[src/rtl/clk_div_pkg.sv]
// Shared state type and configuration sanitising helpers for the programmable clock divider.
package clk_div_pkg;

  localparam int unsigned DIV_MIN = 2;

  typedef enum logic [1:0] {
    StIdle,
    StRun,
    StStopping
  } state_e;

  function automatic int unsigned sanitise_div(input int unsigned n);
    return (n < DIV_MIN) ? DIV_MIN : n;
  endfunction

  // High time is clamped against the already-sanitised divide ratio.
  function automatic int unsigned sanitise_high(input int unsigned n, input int unsigned h);
    int unsigned div;
    int unsigned high;
    div  = sanitise_div(n);
    high = (h == 0) ? 1 : h;
    if (high >= div) high = div - 1;
    return high;
  endfunction

endpackage

[src/rtl/clk_div_prog_if.sv]
// Run request, configuration handshake and divided-clock outputs of clk_div_prog.
interface clk_div_prog_if #(
  parameter int unsigned W = 8
) ();

  logic         en;
  logic         cfg_valid;
  logic         cfg_ready;
  logic [W-1:0] cfg_div;
  logic [W-1:0] cfg_high;
  logic         clk_out;
  logic         tick;
  logic         busy;
  logic [W-1:0] cur_div;

  modport master (
    output en, cfg_valid, cfg_div, cfg_high,
    input  cfg_ready, clk_out, tick, busy, cur_div
  );

  modport slave (
    input  en, cfg_valid, cfg_div, cfg_high,
    output cfg_ready, clk_out, tick, busy, cur_div
  );

endinterface

[src/rtl/clk_div_cfg_shadow.sv]
// Shadow register for a new divide/high setting: capture handshake, sanitise, pending flag.
module clk_div_cfg_shadow #(
  parameter int unsigned W = 8
) (
  input  logic         clk_in,
  input  logic         rst,
  input  logic         cfg_valid,
  input  logic [W-1:0] cfg_div,
  input  logic [W-1:0] cfg_high,
  input  logic         apply,
  output logic         cfg_ready,
  output logic         pending,
  output logic [W-1:0] sh_div,
  output logic [W-1:0] sh_high
);
  import clk_div_pkg::*;

  logic         ready_q;
  logic         pending_q;
  logic [W-1:0] sh_div_q;
  logic [W-1:0] sh_high_q;
  logic         capture;

  assign capture = cfg_valid && ready_q;

  always_ff @(posedge clk_in or posedge rst) begin
    if (rst) begin
      ready_q   <= 1'b1;
      pending_q <= 1'b0;
      sh_div_q  <= W'(DIV_MIN);
      sh_high_q <= W'(1);
    end else begin
      // Ready re-opens only after a full cycle with the shadow drained.
      ready_q <= !capture && !pending_q;
      if (capture) begin
        pending_q <= 1'b1;
        sh_div_q  <= W'(sanitise_div(32'(cfg_div)));
        sh_high_q <= W'(sanitise_high(32'(cfg_div), 32'(cfg_high)));
      end else if (apply) begin
        pending_q <= 1'b0;
      end
    end
  end

  assign cfg_ready = ready_q;
  assign pending   = pending_q;
  assign sh_div    = sh_div_q;
  assign sh_high   = sh_high_q;

endmodule

[src/rtl/clk_div_prog.sv]
// Programmable integer clock divider with one-cycle tick strobe; settings change only at
// period boundaries so clk_out never glitches.
module clk_div_prog #(
  parameter int unsigned W        = 8,
  parameter int unsigned DEF_DIV  = 7,
  parameter int unsigned DEF_HIGH = 3
) (
  input logic           clk_in,
  input logic           rst,
  clk_div_prog_if.slave bus
);
  import clk_div_pkg::*;

  localparam logic [W-1:0] DefDiv  = W'(sanitise_div(DEF_DIV));
  localparam logic [W-1:0] DefHigh = W'(sanitise_high(DEF_DIV, DEF_HIGH));

  state_e       state_q;
  logic [W-1:0] cnt_q;
  logic [W-1:0] div_q;
  logic [W-1:0] high_q;
  logic         clk_out_q;
  logic         tick_q;

  logic         pending;
  logic         apply;
  logic         wrap;
  logic [W-1:0] sh_div;
  logic [W-1:0] sh_high;
  logic [W-1:0] div_nxt;
  logic [W-1:0] high_nxt;
  logic [W-1:0] cnt_nxt;

  clk_div_cfg_shadow #(
    .W (W)
  ) u_shadow (
    .clk_in    (clk_in),
    .rst       (rst),
    .cfg_valid (bus.cfg_valid),
    .cfg_div   (bus.cfg_div),
    .cfg_high  (bus.cfg_high),
    .apply     (apply),
    .cfg_ready (bus.cfg_ready),
    .pending   (pending),
    .sh_div    (sh_div),
    .sh_high   (sh_high)
  );

  assign wrap     = (state_q != StIdle) && (cnt_q == div_q - W'(1));
  assign apply    = pending && ((state_q == StIdle) || wrap);
  assign div_nxt  = apply ? sh_div : div_q;
  assign high_nxt = apply ? sh_high : high_q;
  assign cnt_nxt  = wrap ? '0 : cnt_q + W'(1);

  always_ff @(posedge clk_in or posedge rst) begin
    if (rst) begin
      state_q   <= StIdle;
      cnt_q     <= '0;
      div_q     <= DefDiv;
      high_q    <= DefHigh;
      clk_out_q <= 1'b0;
      tick_q    <= 1'b0;
    end else begin
      if (apply) begin
        div_q  <= sh_div;
        high_q <= sh_high;
      end
      unique case (state_q)
        StIdle: begin
          cnt_q  <= '0;
          tick_q <= 1'b0;
          // High time is at least one cycle, so the first cycle of a run is always high.
          clk_out_q <= bus.en;
          state_q   <= bus.en ? StRun : StIdle;
        end
        StRun, StStopping: begin
          if (!bus.en && (state_q == StStopping) && wrap) begin
            state_q   <= StIdle;
            cnt_q     <= '0;
            clk_out_q <= 1'b0;
            tick_q    <= 1'b0;
          end else begin
            state_q   <= bus.en ? StRun : StStopping;
            cnt_q     <= cnt_nxt;
            clk_out_q <= (cnt_nxt < high_nxt);
            tick_q    <= (cnt_nxt == div_nxt - W'(1));
          end
        end
        default: begin
          state_q   <= StIdle;
          cnt_q     <= '0;
          clk_out_q <= 1'b0;
          tick_q    <= 1'b0;
        end
      endcase
    end
  end

  assign bus.clk_out = clk_out_q;
  assign bus.tick    = tick_q;
  assign bus.busy    = (state_q != StIdle);
  assign bus.cur_div = div_q;

endmodule

[src/flat_wrapper.sv]
// flat-port wrapper written by rule: the top's interface ports become plain ports
module clk_div_prog_flat import clk_div_pkg::*;
#(
  parameter int unsigned W        = 8,
  parameter int unsigned DEF_DIV  = 7,
  parameter int unsigned DEF_HIGH = 3
)
  (clk_in, rst, bus_en, bus_cfg_valid, bus_cfg_div, bus_cfg_high, bus_cfg_ready, bus_clk_out, bus_tick, bus_busy, bus_cur_div);
  clk_div_prog_if #(.W(W)) bus_i ();
  input logic clk_in;
  input logic rst;
  input wire logic [$bits(bus_i.en)-1:0] bus_en;
  input wire logic [$bits(bus_i.cfg_valid)-1:0] bus_cfg_valid;
  input wire logic [$bits(bus_i.cfg_div)-1:0] bus_cfg_div;
  input wire logic [$bits(bus_i.cfg_high)-1:0] bus_cfg_high;
  output wire logic [$bits(bus_i.cfg_ready)-1:0] bus_cfg_ready;
  output wire logic [$bits(bus_i.clk_out)-1:0] bus_clk_out;
  output wire logic [$bits(bus_i.tick)-1:0] bus_tick;
  output wire logic [$bits(bus_i.busy)-1:0] bus_busy;
  output wire logic [$bits(bus_i.cur_div)-1:0] bus_cur_div;
  assign bus_i.en = bus_en;
  assign bus_i.cfg_valid = bus_cfg_valid;
  assign bus_i.cfg_div = bus_cfg_div;
  assign bus_i.cfg_high = bus_cfg_high;
  assign bus_cfg_ready = bus_i.cfg_ready;
  assign bus_clk_out = bus_i.clk_out;
  assign bus_tick = bus_i.tick;
  assign bus_busy = bus_i.busy;
  assign bus_cur_div = bus_i.cur_div;
  clk_div_prog #(.W(W), .DEF_DIV(DEF_DIV), .DEF_HIGH(DEF_HIGH)) u_core (.clk_in(clk_in), .rst(rst), .bus(bus_i));
endmodule
[config.mk]
export PLATFORM = sky130hd
export DESIGN_NAME = clk_div_prog_flat
export DESIGN_NICKNAME = d
export VERILOG_FILES = /design/src/rtl/clk_div_pkg.sv /design/src/rtl/clk_div_prog_if.sv /design/src/rtl/clk_div_cfg_shadow.sv /design/src/rtl/clk_div_prog.sv /design/src/flat_wrapper.sv
export SDC_FILE = /design/constraint.sdc
export NUM_CORES = 1
export LEC_CHECK = 0
export BUFFER_PORTS_ARGS = -buffer_cell sky130_fd_sc_hd__clkbuf_2
export CORE_MARGIN = 2
export CORE_UTILIZATION = 45
export DETAILED_ROUTE_END_ITERATION = 12
export MAX_ROUTING_LAYER = met4
export PLACE_DENSITY = 0.69
export SYNTH_ARGS = -nofsm -noshare
export SYNTH_HDL_FRONTEND = slang
export SYNTH_HIERARCHICAL = 1
export SYNTH_SLANG_ARGS = --single-unit
[constraint.sdc]
create_clock -name clk_in -period 4.7 [get_ports clk_in]
set_input_delay 0.47 -clock clk_in [delete_from_list [all_inputs] [get_ports clk_in]]
set_output_delay 0.47 -clock clk_in [all_outputs]
set_load 0.005 [all_outputs]
==> impl_metrics.csv <==
group,metric,value,unit
status,status,"completed",
clock_network,cts_buffer_depth,2,
synth,syn_inst,364,
pwr,ir_worst_vdd,263,uV
synth,synthTopCellsByArea,"dfrtp_1, ha_1, dfstp_2, mux2i_1, xnor2_1",
worst_setup_path,critPathKind,"reg -> reg",
clock_network,clock-sinks,46,
global_routing,track_usage,0.200,
layout,n_fill_cell,694,
layout,n_antenna_cell,0,
route,routedWlPerCell,15.8,microns
worst_setup_path,r2r_end,"u_core/bus.tick",
floorplanning,initial_utilization,0.467,
floorplanning,rows,31,
job,maxCapViolations,0,
placement,finalWeightedCongestion,0.978,
route,route.detailed.drc,0,
synth,synth.avg_cell_area,9.30,sq um
synth,synthSimpleGateAreaFrac,0.171,
timing,fin_crit,4470,ps
clock_network,path_clk_slew,80,ps
layout,seq_area,0.00116,sq mm
timing,tns,0,ps
synth,synth_top_family_by_area,"simple AND/OR/NAND/NOR gates",
worst_setup_path,cp-start-kind,"register",
route,drt-pass1-iter-count,4,
clock_network,root_buffer,"clkbuf_8",
global_routing,antenna_found_initial,0,
synth,synth_top_area_frac,0.281,
placement,hpwl,6010,microns
route,vias,2628,
floorplanning,die_w,90.7,microns
worst_setup_path,rr_startpoint,"u_core/bus.cur_div[0]",
synth,ys.flop_type,"dfrtp_1",
synth,synth_area,0.00339,sq mm
global_routing,grt_pass1_vias,2572,
worst_setup_path,crit_family,"compound AO/OA/AOI/OAI gates",
worst_hold_path,hold_class,"in -> async",
synth,synth_cell_types,66,
floorplanning,die_h,90.7,microns
timing,worstMarginPinSlew,1090,ps
floorplanning,core_area,0.00725,sq mm
worst_setup_path,cp_cell_sequence,"inv_1 -> ha_1 -> or3b_2 -> o21ai_0 -> nand4_1 -> a211oi_4 -> o21ai_4 -> inv_6 -> nor2_1 -> a21oi_1 -> ha_1 -> nand3_1 -> o21ai_0 -> o211ai_1 -> o211a_1 -> xnor2_1 -> or4b_1 -> a2111oi_2",
timing,setup_viol,0,
worst_setup_path,worstPathRequired,4900,ps
synth,synth_compound_area_frac,0.169,
synth,synth_seq_cells,46,
worst_setup_path,worstPathMaxFanout,21,
worst_setup_path,path_buf_inv,2,
timing,fmax,224,MHz
synth,muxShareOfSynthArea,0.0802,
global_routing,grt_first_pass_wirelength,12700,microns
timing,relSlewSlack,0.272,
clock_network,cts_tree,"done",
synth,synth_xor_area_frac,0.0843,
synth,async_reset_ff_frac,1.00,
synth,synth-adder-area-share,0.0813,
layout,drive_above_1_share,0.202,
floorplanning,ioPinCount,32,
clock_network,clk_latency,300,ps
clock_network,cts_htree_levels,2,
worst_setup_path,cp_data_arrival_time,4660,ps
clock_network,cts_inserted_buffers,5,
route,wl,7590,microns
worst_setup_path,crit_slowest_cell,"or3b_2",
synth,ys_seq_area_frac,0.343,
timing,slew_violations,0,
placement,io_buffers,31,
worst_setup_path,critPathMaxStageDelay,490,ps
synth,synth_edf_count,0,
global_routing,grt_max_degree,31,
synth,yosysTopAreaCell,"dfrtp_1",
pwr,cellPowerDensity,636,mW/mm^2
synth,syn_nets,406,
worst_setup_path,crit_path_end_kind,"register",
layout,multiInputGateArea,0.00198,sq mm
timing,hold_viol,0,
worst_setup_path,r2r_cells,18,
route,drt-initial-drc-count,123,
synth,synth.yosys.warnings,6,
floorplanning,die-area,0.00823,sq mm
global_routing,grt.overflow.total,0,
route,avgViaCountPerCell,5.48,
layout,area_growth,7.87,%
layout,final_util,0.504,
layout,layout.nets,422,
timing,fin_worst_skew,7.77,ps
worst_setup_path,rrSetupSlack,230,ps
timing,rsz0062_at_grt,"no",
route,postRouteAntennaNets,0,
pwr,leakage,1.68,nW
timing,post-route-period-util,0.950,
==> flip-flops by register name, summed over array words and instances, names as in the netlist, 2 cells and up <==
signal and cells:
u_core/bus.cur_div 8, u_core/cnt_q 8, u_core/high_q 8, u_core/state_q 2, u_core/u_shadow/sh_div 8, u_core/u_shadow/sh_high 8
==> synthesized netlist by cell type, drive strengths merged (2+ instances only) <==
cell      n
a2111oi   4
and3      6
a31oi     2
clkbuf   18
and2      4
nor2b     3
o31ai     3
nand2    24
xnor2    18
nor2     25
mux2i    17
dfrtp    38
or4b      2
mux2      9
nand2b    7
a21oi    11
or3       2
inv      32
nor3     15
o21ai    29
or4       2
o211a     2
ha       22
xor2     12
dfstp     8
o21bai    2
nand3b    2
nor4      4
nand4     2
nand3     8
buf       5
a211oi    5
==> area by class of cell <==
class / count / area share
Tap cell: 99 / 0.0339
Clock buffer: 6 / 0.0226
Multi-Input combinational cell: 263 / 0.543
Timing Repair Buffer: 32 / 0.0445
Sequential cell: 46 / 0.318
Clock inverter: 2 / 0.00343
Inverter: 32 / 0.0343
==> metrics by stage <==
step	power, mW	setup WS (ps)	instances	area, sq um	hold WS, ps
2_1_floorplan	1.78	318	364	3390	406
3_3_place_gp	2.03	526	472	3550	476
3_5_place_dp	2.07	291	472	3550	484
5_1_grt	2.52	7.71	480	3650	307
4_1_cts	2.33	251	480	3650	261
6_report	2.32	234	480	3650	240
==> cells in the final DEF (no fill, tap or decap), types with 3 or more instances in the layout <==
cell      synthesis  routed
ha_1             22      22
dfstp_2           8       8
nand2b_1          7       7
nor4_1            4       4
clkbuf_2          0      31
and3_1            6       6
mux2_2            9       9
clkbuf_8          0       6
o21ai_0          25      25
inv_1            31      31
nor3_1           15      15
a21oi_1          10      10
xnor2_1          18      18
nor2b_1           3       3
nand2_1          24      24
nor2_1           25      25
a211oi_1          4       4
xor2_1           12      12
dfrtp_1          38      38
mux2i_1          17      17
nand3_1           8       8
==> report_power, final <==
part	switching, mW	leakage (nW)	internal, mW	total [mW]
logic	0.712	1.07	0.580	1.29
clock network	0.134	0.0472	0.118	0.252
registers	0.200	0.564	0.580	0.780
==> cell families after synthesis <==
family          count (synthesis)
compound gates                 73
xor+xnor                       31
fa+ha+maj                      22
buf+inv                        55
flops                          46
mux                            26
simple gates                  111
==> what timing repair did <==
| action | in CTS | in global routing |
|---|---|---|
| setup endpoints to repair | 0 | 1 |
| resized for setup | 0 | 1 |
| buffers inserted | 0 | 0 |
| hold buffers | 0 | 0 |
==> how the worst max path moves through the flow <==
stage,end,slack (ps),from,depth (start not counted)
finish,u_core/bus.tick,230,u_core/bus.cur_div[0],18
global route,u_core/bus.tick,8,u_core/bus.cur_div[0],17
CTS,u_core/bus.tick,250,u_core/bus.cur_div[0],18
detailed placement,u_core/bus.tick,290,u_core/bus.cur_div[0],18
global placement,u_core/bus.tick,530,u_core/bus.cur_div[0],18
floorplan,u_core/bus.tick,320,u_core/bus.cur_div[3],20
==> layer usage <==
layer  routed length [microns]  GRT usage
met3                       272     0.0309
met2                      3630      0.315
met1                      3420      0.253
met5                         0          -
met4                       261     0.0897
(Power assumes the default switching activity.)
